`config.mk`:
```
export PLATFORM = sky130hd
export DESIGN_NAME = clock_ratio_meter
export DESIGN_NICKNAME = d
export VERILOG_FILES = /design/src/rtl/clk_meas_pkg.sv /design/src/rtl/sync_edge.sv /design/src/rtl/clock_ratio_meter.sv
export SDC_FILE = /design/constraint.sdc
export NUM_CORES = 1
export LEC_CHECK = 0
export ABC_AREA = 1
export BUFFER_PORTS_ARGS = -buffer_cell sky130_fd_sc_hd__buf_4
export CAP_MARGIN = 0
export CORE_ASPECT_RATIO = 1.1
export CORE_MARGIN = 5
export CORE_UTILIZATION = 40
export CTS_CLUSTER_SIZE = 12
export DETAILED_ROUTE_END_ITERATION = 8
export GPL_ROUTABILITY_DRIVEN = 0
export GPL_TIMING_DRIVEN = 0
export PLACE_DENSITY_LB_ADDON = 0.25
export SLEW_MARGIN = 40
export SYNTH_ARGS = -nofsm -noshare
export SYNTH_HDL_FRONTEND = slang
export SYNTH_HIERARCHICAL = 1
export SYNTH_SLANG_ARGS = --single-unit
```
`constraint.sdc`:
```
create_clock -name clk -period 3 [get_ports clk]
set_clock_uncertainty 0.15 [all_clocks]
set_input_delay 0 -clock clk [delete_from_list [all_inputs] [get_ports clk]]
set_output_delay 0 -clock clk [all_outputs]
set_load 0.01 [all_outputs]
```
`src/rtl/clk_meas_pkg.sv`:
```
// Shared types and defaults for the clock ratio meter.
package clk_meas_pkg;

    typedef enum logic [1:0] {
        IDLE    = 2'd0,
        MEASURE = 2'd1,
        LOCKED  = 2'd2
    } state_t;

    localparam int unsigned DEF_CNT_W    = 8;
    localparam int unsigned DEF_LOCK_CNT = 3;

    // Width of a counter able to hold 0..lock_cnt.
    function automatic int unsigned match_width(input int unsigned lock_cnt);
        return (lock_cnt < 2) ? 1 : $clog2(lock_cnt + 1);
    endfunction

endpackage

```
`src/rtl/sync_edge.sv`:
```
// Two-flop synchronizer plus a history flop; yields the settled level and a rise pulse.
module sync_edge (
    input  logic clk,
    input  logic rst_n,
    input  logic din,
    output logic level,
    output logic rise
);

    logic s1;
    logic s2;
    logic s3;

    always_ff @(posedge clk or negedge rst_n) begin
        if (!rst_n) begin
            s1 <= 1'b0;
            s2 <= 1'b0;
            s3 <= 1'b0;
        end else begin
            s1 <= din;
            s2 <= s1;
            s3 <= s2;
        end
    end

    assign level = s2;
    assign rise  = s2 & ~s3;

endmodule

```
`src/rtl/clock_ratio_meter.sv`:
```
// Measures the period of a slow input in clk cycles and reports lock once it is stable.
module clock_ratio_meter
    import clk_meas_pkg::*;
#(
    parameter int unsigned CNT_W    = DEF_CNT_W,
    parameter int unsigned LOCK_CNT = DEF_LOCK_CNT
) (
    input  logic             clk,
    input  logic             rst_n,
    input  logic             enb,
    input  logic             sig_in,
    output logic [CNT_W-1:0] period,
    output logic             period_valid,
    output logic             locked,
    output logic             err
);

    localparam int unsigned        MATCH_W  = match_width(LOCK_CNT);
    localparam logic [CNT_W-1:0]   CNT_MAX  = '1;
    localparam logic [MATCH_W-1:0] LOCK_TGT = MATCH_W'(LOCK_CNT);
    localparam logic [MATCH_W-1:0] MATCH_1  = MATCH_W'(1);

    state_t             state;
    logic               sig_level;
    logic               sig_rise;
    logic               rise;
    logic [CNT_W-1:0]   cnt;
    logic [CNT_W-1:0]   p;
    logic [CNT_W-1:0]   last_p;
    logic [MATCH_W-1:0] match;
    logic [MATCH_W-1:0] match_nxt;
    logic               timeout;
    logic               same_p;

    sync_edge u_sync (
        .clk   (clk),
        .rst_n (rst_n),
        .din   (sig_in),
        .level (sig_level),
        .rise  (sig_rise)
    );

    // The rise pulse is only meaningful while the settled level is high.
    assign rise    = sig_rise & sig_level;
    assign p       = cnt + 1'b1;
    assign timeout = (cnt == CNT_MAX);
    assign same_p  = (p == last_p);

    always_comb begin
        match_nxt = MATCH_1;
        if (same_p && (match != '0)) begin
            match_nxt = match + 1'b1;
        end
    end

    always_ff @(posedge clk or negedge rst_n) begin
        if (!rst_n) begin
            cnt <= '0;
        end else if (!enb || rise) begin
            cnt <= '0;
        end else if (cnt != CNT_MAX) begin
            cnt <= cnt + 1'b1;
        end
    end

    // Timeout is tested before the rise so a coincident edge is never sampled.
    always_ff @(posedge clk or negedge rst_n) begin
        if (!rst_n) begin
            state        <= IDLE;
            period       <= '0;
            period_valid <= 1'b0;
            locked       <= 1'b0;
            err          <= 1'b0;
            last_p       <= '0;
            match        <= '0;
        end else begin
            period_valid <= 1'b0;
            err          <= 1'b0;
            if (!enb) begin
                state  <= IDLE;
                match  <= '0;
                locked <= 1'b0;
            end else begin
                case (state)
                    IDLE: begin
                        locked <= 1'b0;
                        if (rise) begin
                            state <= MEASURE;
                            match <= '0;
                        end
                    end
                    MEASURE: begin
                        if (timeout) begin
                            err    <= 1'b1;
                            state  <= IDLE;
                            match  <= '0;
                            locked <= 1'b0;
                        end else if (rise) begin
                            period       <= p;
                            last_p       <= p;
                            period_valid <= 1'b1;
                            match        <= match_nxt;
                            if (match_nxt == LOCK_TGT) begin
                                state  <= LOCKED;
                                locked <= 1'b1;
                            end
                        end
                    end
                    LOCKED: begin
                        if (timeout) begin
                            err    <= 1'b1;
                            state  <= IDLE;
                            match  <= '0;
                            locked <= 1'b0;
                        end else if (rise) begin
                            period       <= p;
                            period_valid <= 1'b1;
                            if (!same_p) begin
                                err    <= 1'b1;
                                last_p <= p;
                                match  <= MATCH_1;
                                state  <= MEASURE;
                                locked <= 1'b0;
                            end
                        end
                    end
                    default: begin
                        state  <= IDLE;
                        match  <= '0;
                        locked <= 1'b0;
                    end
                endcase
            end
        end
    end

endmodule

```
==> impl_summary.md, run 1 <==
Clock network
The clock insertion delay at the later pin of the skew report is 0.29 ns. CTS built an H-tree with a depth of 2. TritonCTS built the clock tree. The clock slew at the register clock pins of the worst setup and hold paths is 0.07 ns. The clock buffer count from CTS is 5. The buffers inserted during post-CTS setup optimization is 0. The root buffer cell is clkbuf_8. The clock net sink count is 34. The clock passes through at most 2 buffers.

Drt
After detailed routing, the number of vias per cell comes to 4.629. The detail route stage leaves a number of antenna-violating nets equal to 0. The average routed wire per standard cell is 11.67 um. The first detailed-routing pass took 4 iterations. For this block, the routed nets add up to 3584 um of wire. The first-iteration detailed-routing DRC count is 73.

After detailed routing, the number of remaining DRC violations is 0. The detailed router placed 1,421 vias in this run.

Cells and area
The utilization of the core after routing is 0.4849. The antenna diode instance count is 0. In the layout the commonest cells are nand2_1 (70), dfrtp_1 (34), inv_1 (32). The commonest non-fill, non-tap cell in the layout is nand2_1. The final net count is 262. The ratio of cells with drive above 1 in the final layout is 0.1423. The layout overhead on the synthesized area is 17.32%.

Synth
Of the synthesized area, sequential elements account for 0.4769. The count of mapped cells out of synthesis is 228. The average instance in the mapped netlist occupies 7.825 um2. The largest family of logic cells by synthesized area is simple AND/OR/NAND/NOR gates. After synthesis the netlist holds a flip-flop and latch count of 34. Of the total synthesized cell area, the portion taken by AND, OR, NAND and NOR gates is 0.3072. The adder and majority cell fraction of the synthesized area is 0.04208.

For this run, the number of Yosys warnings is 6. The post-synthesis instance area is 1784 um2. The mux cell area share after synthesis is 0. The post-synth net total is 238.

The share of the synthesized area in compound gates (AO/OA/AOI/OAI) is 0.09327. In this run, distinct cell masters in the synthesized netlist total 24. The XOR/XNOR share of the synthesized area is 0.

Power and ir drop
Of the total power, the share spent switching nets is 0.3523. IR analysis of the VDD net gives a maximum drop of 0.2942 mV. For this design the static power due to leakage is 1.044 nW. Of the total power, the clock network draws 0.275. The power after layout is 0.001477 W. The switching power is 0.0005203 W. Of the total power, combinational logic draws 0.332. The share of total power in sequential cells is 0.393.

The power density normalized to cell area is 705.6 nW/um2. The internal power consumption is 0.0009567 W.

Place
The worst slack after detailed placement is 0.4707 ns. After legalization and detailed placement, the total HPWL measured 2564 um. The number of buffers inserted by port buffering is 14.

Setup path
The highest cell delay on the worst timing path is 0.46 ns. For flop-to-flop paths, the worst setup slack is 0.48 ns. The largest fanout on the critical path is 10.

The slowest library cell on the worst path is dfrtp_1. The path type of the worst setup path is reg2reg. For the worst flop-to-flop path, the logic depth is 13. The worst register-to-register path begins at cnt[0]. The capture instance of the worst register-to-register path is last_p[4]. The critical path goes through ha_1 > inv_1 > nand2_1 > nand2_1 > nor2_1 > nand3_1 > nor2_1 > nand4_1 > nor2_4 > inv_2 > o21ai_4 > buf_6 > o21ai_0. STA classifies the critical path startpoint as a flop. STA classifies the critical path endpoint as a flop. The worst path arrival time is 2.53 ns. The required time at the endpoint of the critical path is 3.01 ns.

Die
The area of the core region is 4317 um2. The floorplan has 25 rows. The total die area is 5898 um2. The die is 80.05 um tall. Measured along the x axis, the die boundary spans 73.68 um. The initial utilization of the core area, before any placement, comes to 0.4133.

The number of top-level design ports is 15.

GRT
The initial antenna violation count is 0. The met3 demand-to-capacity share in global routing is 0.03778. The layer flagged by global routing as most heavily used is met2.

The first global-routing pass estimated 6196 um of wire. The via count of the first global-routing pass is 1,395. The global-route track usage on met2 is 0.2243.

Entering global routing, the biggest net connects 35 pins. Summed over all layers, the global routing overflow is 0. The total global-route track usage is 0.1408.

For met1 alone, demand over resource in global routing was 0.1798.

Timing
Headroom to the max-slew limit came out at 0.6885. The final critical path time including I/O delays and setup is 2.520 ns. Of the available clock period, the critical path in the final layout requires 0.8399. Setup violations remaining at the end of the flow were counted as 0. Setup repair after global routing left no endpoint under its margin. Hold timing on the final database bottoms out at a slack of 0.04762 ns. The final number of max-transition violations is 0. The sum of negative setup slack is 0 ns. Setup slack closes at 0.4803 ns.

The pin slew with the least headroom to its limit is 0.4672 ns. For this run, the top clock speed supported by timing is 396.9 MHz. The final number of hold-violating endpoints came to 0.

Hold path
The kind of path behind the tightest hold check is in2async.

Run status
The flow ran to the end, and the final reports show no timing, DRC or antenna violations.

Flow run
The number of maximum-capacitance constraint violations is 0.
-- stage by stage --
stage | cell area (um2) | instances
global route | 2093 | 307
detailed placement | 1957 | 296
finish | 2093 | 307
global placement | 1957 | 296
CTS | 2093 | 307
floorplan | 1784 | 228
-- Yosys cell counts --
| master | n | area share |
|---|---|---|
| nand3_1 | 18 | 0.050 |
| o21ai_1 | 1 | 0.0028 |
| dfrtp_1 | 34 | 0.48 |
| nor2_2 | 3 | 0.011 |
| a21oi_1 | 3 | 0.0084 |
| nand2_2 | 4 | 0.014 |
| nor3_2 | 1 | 0.0056 |
| buf_6 | 1 | 0.0063 |
| o21bai_1 | 1 | 0.0042 |
| nand4_1 | 5 | 0.018 |
| o21ai_4 | 1 | 0.0091 |
| nor2_4 | 2 | 0.013 |
| and3_1 | 1 | 0.0035 |
| nand2_1 | 70 | 0.15 |
| o21ai_2 | 2 | 0.0098 |
| buf_2 | 1 | 0.0028 |
| nand3b_1 | 2 | 0.0084 |
| nor3_1 | 2 | 0.0056 |
| inv_1 | 32 | 0.067 |
| ha_1 | 6 | 0.042 |
| o21ai_0 | 21 | 0.059 |
| nor2_1 | 15 | 0.032 |
| clkbuf_1 | 1 | 0.0021 |
| inv_2 | 1 | 0.0021 |
-- how the worst max path moves through the flow --
stage	startpoint	end	slack [ns]	cells past startpoint
floorplan	cnt[0]	last_p[0]	0.88	13
global placement	cnt[0]	last_p[1]	0.48	13
detailed placement	cnt[0]	last_p[0]	0.47	13
CTS	cnt[0]	last_p[0]	0.46	13
global route	cnt[0]	last_p[0]	0.21	13
finish	cnt[0]	last_p[4]	0.48	13
-- power groups by stage --
stage / registers, W / clock network [W] / logic, W
after floorplan: 0.000588 / 0 / 0.000355
after global placement: 0.000587 / 0 / 0.000488
after detailed placement: 0.000588 / 0 / 0.000494
after CTS: 0.000580 / 0.000423 / 0.000498
after global routing: 0.000592 / 0.000438 / 0.000573
final: 0.000580 / 0.000406 / 0.000491
-- per-layer routing --
| layer | wire length, um | vias to the layer above |
|---|---|---|
| met1 | 1695 | 631 |
| met5 | 0 | - |
| li1 | - | 768 |
| met3 | 118 | 6 |
| met4 | 67 | 0 |
| met2 | 1702 | 16 |
-- flip-flops by register name (all words and copies together) (netlist names) --
| signal | cells |
|---|---|
| period | 8 |
| err | 1 |
| match | 2 |
| u_sync/level | 1 |
| last_p | 8 |
| locked | 1 |
| u_sync/s1 | 1 |
| u_sync/s3 | 1 |
| period_valid | 1 |
| cnt | 8 |
| state | 2 |
-- what timing repair did --
| action | 4_1_cts | 5_1_grt |
|---|---|---|
| hold buffers | 3 | 0 |
| hold endpoints to repair | 38 | 0 |
| gates resized for setup | 0 | 0 |
-- critical path, delay by kind of cell (launching register included) --
family / cells / cell delay [ns]
flops: 1 / 0.46
simple gates: 7 / 0.71
fa+ha+maj: 1 / 0.37
compound gates: 2 / 0.33
buf+inv: 3 / 0.34
-- cell families after synthesis --
family / Yosys count
fa+ha+maj: 6
flops: 34
simple gates: 123
buf+inv: 36
compound gates: 29
-- area by class of cell --
cell class	instances	area [um2]
fillers	452	2223
flip-flops and latches	34	850.8
multi-input cells	158	789.5
repair buffers	17	135.1
inverters	33	123.9
clock buffers	7	76.32
well taps	54	67.56
clock inverters	1	30.03
plain buffers	3	20.02
Power figures use the tool's default switching activity.
==> inputs of run 2 (changes only) <==
==> constraint.sdc (replaced) <==
create_clock -name clk -period 2.2 [get_ports clk]
set_clock_uncertainty 0.15 [all_clocks]
set_input_delay 0 -clock clk [delete_from_list [all_inputs] [get_ports clk]]
set_output_delay 0 -clock clk [all_outputs]
set_load 0.01 [all_outputs]
==> run 2 against run 1 <==
Against the previous run:
- largest power group is now combinational cells
- combinational power increased by 81%
- via count increased by 5.3%
- cell area increased by 7.1%
- worst setup slack got worse by 0.51 ns
- maximum frequency increased by 13%
- highest routed layer unchanged
- the run now ends with setup timing left
- global-route usage increased by 0.59 points
- routed wire length increased by 5.8%
- critical path depth unchanged
- die area unchanged
==> impl_summary.md, run 2 (same netlist as run 1, synthesis figures left out) <==
Run status
The flow ran to the end, but the final reports show violations. The final reports fail on setup timing.

Power and ir drop
The internal power consumption was 0.001438 W (+50%). The switching power is 0.0008036 W (+54%). The clock network power share came to 0.250 (-0.025).

The maximum vdd ir drop is 0.4650 mV (+58%). The combinational cell fraction of total power is 0.396 (+0.064). The leakage power summed over all cells is 1.106 nW (+5.9%).

The power density normalized to cell area is 999.7 nW/um2 (+42%). The net switching fraction of the power is 0.3585 (+0.006211). The share of total power in sequential cells is 0.354 (-0.039).

Timing
The final critical-path setup slack is -0.03229 ns (-0.5126 ns). The worst slew margin relative to its limit was 0.7092 (+0.02072). The final-report setup violation count is 10 (+10). Setup repair after global routing could not meet its margin everywhere. The final critical path time including I/O delays and setup is 2.232 ns (-0.2874 ns). The pin slew with the least headroom to its limit is 0.4362 ns (-0.03108 ns). The final critical-path share of the clock period is 1.015 (+0.1748). The fmax is 448.0 MHz (+13%). The final number of max-transition violations is 0 (unchanged). The final number of hold-violating endpoints was 0 (unchanged).

GRT
The pin count of the biggest net entering global routing is 35 (unchanged). The global-route wire length before repair was 6465 um (+4.3%). The overall overflow remaining after global route is 0 (unchanged).

The total global-route track usage is 0.1468 (+0.005950). The via count of the first global-routing pass came to 1,452 (+4.1%). The initial antenna violation count was 0 (unchanged).

Die
The chip width is 73.68 um (unchanged). The area of the core region was 4317 um2 (unchanged). The starting density of the core is 0.4133 (unchanged). The number of top-level design ports is 15 (unchanged). The total die area is 5898 um2 (unchanged). The count of standard-cell rows is 25 (unchanged).

The overall die height is 80.05 um (unchanged).

Drt
The average routed wire per standard cell is 12.00 um (+2.8%). The overall via count from detail_route came to 1,497 (+5.3%). The via density per instance is 4.737 (+2.3%). The remaining antenna violation count after routing came to 0 (unchanged). The number of remaining DRC errors is 0 (unchanged).

The aggregate routed wire length is 3793 um (+5.8%). The detailed-router iteration count before antenna repair came to 4 (unchanged). The first-iteration detailed-routing DRC count is 71 (-2.7%).

Setup path
The worst setup path is captured at a flop. The worst-case register-to-register setup slack is -0.03 ns (-0.51 ns). In this run the critical register-to-register path is launched from cnt[0].

The capture instance of the worst register-to-register path is last_p[4]. The required time at the endpoint of the critical path is 2.22 ns (-0.79 ns). The critical path is of the reg2reg type. The cell count of the worst reg-to-reg path was 13 (unchanged). The largest fanout on the critical path is 5 (-5). The worst path arrival time is 2.26 ns (-0.27 ns). The startpoint type of the worst setup path is a flop.

Cells and area
The final net count came to 271 (+3.4%). The cell area after layout was 2242 um2 (+7.1%). The ratio of cells with drive above 1 in the final layout is 0.2443 (+0.1020). The antenna diode instance count was 0 (unchanged). The commonest non-fill, non-tap cell in the layout is nand2_1.

Leaving out fill and tap cells, the most frequent cells in the layout are nand2_1 (64), dfrtp_1 (32), inv_1 (30). The largest registers in the layout are cnt: 8 flops, last_p: 8 flops, period: 8 flops. Compared with the post-synthesis result, the final layout area differs by 25.67%.

Place
The instance area at placement was 1957 um2 (unchanged). The placed wire-length estimate was 2564 um (unchanged). The worst slack after detailed placement is -0.3293 ns (-0.8000 ns).

The number of buffers inserted by port buffering is 14 (unchanged).

Clock network
The maximum count of clock buffers along a single path is 2 (unchanged). The clock insertion delay at the later pin of the skew report is 0.29 ns (about the same). The count of H-tree levels built during CTS is 2 (unchanged).

The root buffer cell is clkbuf_8. TritonCTS built the clock tree. The clock net sink count came to 34 (unchanged). The clock buffer count from CTS is 5 (unchanged). The clock slew at the register clock pins of the worst setup and hold paths is 0.07 ns (about the same).

Hold path
The path class of the tightest hold or removal check is in2async.

Flow run
The number of maximum-capacitance constraint violations was 0 (unchanged).
run 2: cell count changes in the layout (fill, tap and decap cells not counted), moves of 2 or more:
cell / previous run / this run
nand2_1: 70 / 64
dfrtp_2: 0 / 2
dfrtp_1: 34 / 32
o21ai_2: 2 / 7
inv_2: 1 / 3
nand2_2: 4 / 9
buf_6: 1 / 4
buf_4: 14 / 20
o21ai_0: 21 / 15
inv_1: 32 / 30
run 2: critical path, stage by stage (launching register included):
cell,delay (ns)
dfrtp_2,0.43
ha_4,0.29
inv_2,0.04
nand2_2,0.05
nand2_2,0.06
nor2_2,0.09
nand3_1,0.07
nor2_1,0.10
nand4_1,0.14
nor2_4,0.16
inv_2,0.06
o21ai_4,0.23
buf_6,0.19
o21ai_2,0.06
run 2: worst max path at each step:
stage,startpoint,to,slack [ns],depth (start not counted)
detailed placement,cnt[0],last_p[0],-0.33,13
floorplan,cnt[0],last_p[0],0.08,13
global route,cnt[0],last_p[7],-0.18,14
global placement,cnt[0],last_p[1],-0.32,13
finish,cnt[0],last_p[4],-0.03,13
CTS,cnt[0],last_p[6],-0.14,14
run 2: power by group through the flow:
stage / Sequential (W) / Clock (W) / Combinational [W]
2_1_floorplan: 0.000801 / 0 / 0.000485
3_3_place_gp: 0.000800 / 0 / 0.000665
3_5_place_dp: 0.000802 / 0 / 0.000673
4_1_cts: 0.000790 / 0.000577 / 0.000809
5_1_grt: 0.000811 / 0.000600 / 0.00100
6_report: 0.000794 / 0.000560 / 0.000888
run 2: repair_timing:
item	CTS	global route
cloned	1	0
pin swaps	9	9
buffers inserted	6	2
setup endpoints to repair	21	14
hold endpoints to repair	38	0
hold buffers	3	0
gates resized for setup	17	14
run 2: cell type report:
type	instances	area, um2
Tap cell	54	67.56
Sequential cell	34	853.3
Clock buffer	7	76.32
Fill cell	434	2074
Inverter	33	123.9
Buffer	3	21.27
Multi-Input combinational cell	158	855.8
Clock inverter	1	30.03
Timing Repair Buffer	26	214.0
run 2: per-stage QoR:
stage	total power, W	utilization	cells	hold slack (ns)	setup TNS, ns
2_1_floorplan	0.001286	-	228	-0.4456	0
3_3_place_gp	0.001465	0.4533	296	-0.1760	-4.594
3_5_place_dp	0.001475	0.4533	296	-0.1739	-4.720
4_1_cts	0.002176	0.5061	314	0.05531	-1.183
5_1_grt	0.002416	0.5194	316	0.09845	-1.947
6_report	0.002241	0.5194	316	0.04612	-0.1801
run 2: routing by layer:
| layer | global-route usage | part of all wire | vias to the layer above |
|---|---|---|---|
| met3 | 0.03778 | 0.030 | 10 |
| met1 | 0.1915 | 0.48 | 676 |
| li1 | - | - | 793 |
| met4 | 0.07246 | 0.031 | 0 |
| met2 | 0.2225 | 0.46 | 18 |
| met5 | 0 | 0 | - |
==> inputs of run 3 (changes only) <==
--- a/config.mk
+++ b/config.mk
@@ -5,13 +5,11 @@
 export SDC_FILE = /design/constraint.sdc
 export NUM_CORES = 1
 export LEC_CHECK = 0
-export ABC_AREA = 1
 export BUFFER_PORTS_ARGS = -buffer_cell sky130_fd_sc_hd__buf_4
 export CAP_MARGIN = 0
 export CORE_ASPECT_RATIO = 1.1
 export CORE_MARGIN = 5
 export CORE_UTILIZATION = 40
-export CTS_CLUSTER_SIZE = 12
 export DETAILED_ROUTE_END_ITERATION = 8
 export GPL_ROUTABILITY_DRIVEN = 0
 export GPL_TIMING_DRIVEN = 0
==> constraint.sdc (replaced) <==
create_clock -name clk -period 2.1 [get_ports clk]
set_clock_uncertainty 0.15 [all_clocks]
set_input_delay 0 -clock clk [delete_from_list [all_inputs] [get_ports clk]]
set_output_delay 0 -clock clk [all_outputs]
set_load 0.01 [all_outputs]
==> run 3 against run 2 <==
Against the previous run:
- the flow still finishes with violations (setup timing)
- sequential cell count unchanged
- critical path depth down 4
- first-iteration DRC count up 49%
- non-clock buffer count up 14
- clock-buffer cell count up 1
- worst setup slack worse by 0.42 ns
- area after synthesis up 2.2%
- die area up 2.0%
- total power up 2.1%
- largest power group unchanged
==> impl_summary.md, run 3 <==
Die
The chip width is 74.39 um (+0.96%). The overall die height was 80.83 um (+0.98%). The starting density of the core came to 0.4196 (+0.006235). The total die area is 6013 um2 (+2.0%). The area of the core region is 4348 um2 (+0.72%). The count of standard-cell rows was 25 (unchanged). The number of top-level design ports came to 15 (unchanged).

Drt
The number of remaining DRC errors was 0 (unchanged). The via density per instance is 5.347 (+13%). The first-iteration detailed-routing DRC count is 106 (+49%). The average routed wire per standard cell came to 15.49 um (+29%). The detailed-router iteration count before antenna repair is 4 (unchanged). The remaining antenna violation count after routing came to 0 (unchanged). The overall via count from detail_route is 1,433 (-4.3%). The aggregate routed wire length was 4150 um (+9.4%).

Setup path
The path type of the worst setup path is reg2reg. STA classifies the critical path endpoint as a flop. The required time at the endpoint of the critical path came to 2.13 ns (-0.09 ns). The startpoint type of the worst setup path is a flop. The worst path arrival time is 2.58 ns (+0.32 ns). The largest fanout on the critical path came to 5 (unchanged).

Cells and area
The library cell used most frequently in the layout, excluding fill and tap cells, is dfrtp_1. The antenna diode instance count is 0 (unchanged). The area used by sequential logic in the layout is 852.1 um2 (-0.15%).

The number of fill cells is 345 (-21%). The ratio of cells with drive above 1 in the final layout is 0.3785 (+0.1342). Relative to the synthesized area, the layout overhead comes to 37.04%. In the final layout, the registers with the most flip-flops are cnt: 8 flops, last_p: 8 flops, period: 8 flops. The final net count came to 223 (-18%). The post-layout instance count excluding filler cells is 268 (-15%). The area of the multi-input gates came to 1051 um2 (+23%). The top cell types in the final layout, fill and taps aside, are dfrtp_1 (33), buf_4 (28), a21oi_1 (12).

Synth
The cell taking the most area after synthesis is dfrtp_1. The register area share after synthesis is 0.4664 (-0.01047). The share of flip-flops with an asynchronous set or reset after synthesis is 1.000 (unchanged). The adder and majority cell fraction of the synthesized area is 0.04115 (-0.0009235). The simple-gate share of the synthesized area is 0.1584 (-0.1487). The post-synthesis instance area is 1824 um2 (+2.2%). The area share of the largest cell type after synthesis came to 0.4664 (-0.01047).

The XOR/XNOR share of the synthesized area came to 0.09259 (+0.09259). The count of mapped cells out of synthesis is 170 (-25%). The share of the synthesized area in compound gates (AO/OA/AOI/OAI) is 0.1077 (+0.01441). The yosys synthesis warning count was 6 (unchanged). The flip-flop and latch count after synthesis is 34 (unchanged). The number of flops mapped to enable cells by yosys was 0 (unchanged).

The largest family of logic cells by synthesized area is simple AND/OR/NAND/NOR gates. In the synthesized netlist, the cells that appear most often are dfrtp_1 (34), a21oi_1 (13), nor2_1 (12). The post-synth net total was 180 (-24%). The distinct cell type count after synthesis was 43 (+79%). Among all cell types in the netlist, the one instantiated most often is dfrtp_1. The post-synthesis area per instance was 10.73 um2 (+37%).

The mux cell area share after synthesis is 0.08162 (+0.08162). In the post-synthesis netlist, the biggest area contributors are dfrtp_1 (47%), ha_1 (4.1%), mux2i_1 (3.8%). The prevailing post-synth register cell is dfrtp_1.

Power and ir drop
The leakage power summed over all cells is 1.174 nW (+6.2%). The power density normalized to cell area is 915.2 nW/um2 (-8.5%). The power after layout is 0.002288 W (+2.1%). The maximum vdd ir drop is 0.5615 mV (+21%).

GRT
The initial antenna violation count came to 0 (unchanged). The via count of the first global-routing pass is 1,487 (+2.4%). The global-route wire length before repair is 6975 um (+7.9%). The total global-route track usage is 0.1536 (+0.006771). The pin count of the biggest net entering global routing came to 35 (unchanged).

The overall overflow remaining after global route is 0 (unchanged).

Clock network
The clock insertion delay at the later pin of the skew report was 0.29 ns (about the same). The root buffer cell is clkbuf_8. The CTS tree is built.

The maximum count of clock buffers along a single path is 2 (unchanged). The clock buffer count from CTS is 5 (unchanged). The count of H-tree levels built during CTS is 2 (unchanged).

The clock net sink count is 34 (unchanged). The clock slew at the register clock pins of the worst setup and hold paths is 0.07 ns (about the same).

Place
The number of buffers inserted by port buffering was 14 (unchanged). The total instance count after detailed placement is 238 (-20%). The placed wire-length estimate is 2635 um (+2.8%).

Timing
The worst slew margin relative to its limit is 0.6452 (-0.06402). The final critical-path share of the clock period is 1.215 (+0.2006). The final number of hold-violating endpoints is 0 (unchanged). Setup repair after global routing could not meet its margin everywhere. The final critical-path setup slack came to -0.4520 ns (-0.4197 ns). The final number of max-transition violations is 0 (unchanged). The final-report setup violation count is 14 (+4). The pin slew with the least headroom to its limit is 0.5273 ns (+0.09116 ns).

The final critical path time including I/O delays and setup is 2.552 ns (+0.3197 ns). The sum of negative setup slack is -5.654 ns (-5.474 ns). The fmax is 391.8 MHz (-13%).

Run status
The flow ran to the end, but the final reports show violations. The final reports fail on setup timing.

Flow run
The number of maximum-capacitance constraint violations was 0 (unchanged).

Hold path
The kind of path behind the tightest hold check is in2async.
==> run 3: cell count changes after synthesis, sizes merged, moves of 10 or more <==
cell and change:
a21oi +10, o21ai -21, inv -22, nand3 -11
nand2 -66
==> run 3: where the power goes <==
part           total [W]  internal [W]  leakage, nW  switching (W)
registers       0.000824      0.000758        0.445      0.0000656
logic           0.000893      0.000461        0.672       0.000432
clock network   0.000571      0.000331       0.0575       0.000240
==> run 3: final cells by class <==
type,count,area share
tap,54,0.02703
multi-input combinational,118,0.4204
timing repair buffer,37,0.1331
buffer,6,0.01802
clock buffer,8,0.04404
sequential,34,0.3408
inverter,11,0.01652
==> run 3: path summary, 6_finish.rpt <==
kind	to	cells past startpoint	slack [ns]	startpoint
min	period[7]	2	0.04	rst_n
max in group asynchronous	cnt[2]	2	1.42	rst_n
max reg2reg	last_p[1]	9	-0.45	cnt[1]
max	last_p[1]	9	-0.45	cnt[1]
min reg2reg	u_sync/level	0	0.20	u_sync/s1
min in group clk	u_sync/level	0	0.20	u_sync/s1
==> run 3: logic make-up (layout without fill, tap and decap cells) <==
| logic type | Yosys count | after routing |
|---|---|---|
| AOI/OAI and AO/OA | 30 | 30 |
| xor gates and xnor gates | 16 | 16 |
| adders and majority gates | 6 | 6 |
| buffers and inverters | 18 | 62 |
| DFF | 34 | 34 |
| muxes | 13 | 13 |
| and+or+nand+nor | 53 | 53 |
==> run 3: repair_timing <==
| item | 4_1_cts | 5_1_grt |
|---|---|---|
| buffers inserted | 15 | 5 |
| endpoints found under the setup margin | 23 | 19 |
| pin swaps | 17 | 8 |
| hold endpoints to repair | 36 | 0 |
| hold buffers | 3 | 0 |
| resized for setup | 24 | 11 |
==> run 3: critical path: stages, from the launching register on <==
cell and delay, ns:
dfrtp_1 0.41, buf_6 0.14, nand4_4 0.10, or2_4 0.25
xnor3_1 0.22, or3_1 0.40, buf_6 0.14, a22oi_4 0.18
buf_12 0.15, mux2_4 0.30
==> run 3: through the flow <==
step,utilization,cell area (um2),setup WS [ns],hold WS [ns]
2_1_floorplan,-,1839,-0.4052,-0.4456
4_1_cts,0.5542,2410,-0.3769,0.05754
6_report,0.5750,2500,-0.4520,0.04076
3_3_place_gp,0.4627,2012,-0.6703,-0.1784
3_5_place_dp,0.4627,2012,-0.6723,-0.1727
5_1_grt,0.5750,2500,-0.5100,0.09455
==> run 3: routing by layer <==
metal	GRT usage	vias up	share of wire
met3	0.04455	16	0.042
met4	0.07117	0	0.032
met1	0.1706	697	0.41
met2	0.2671	40	0.52
met5	0	-	0
li1	-	680	-
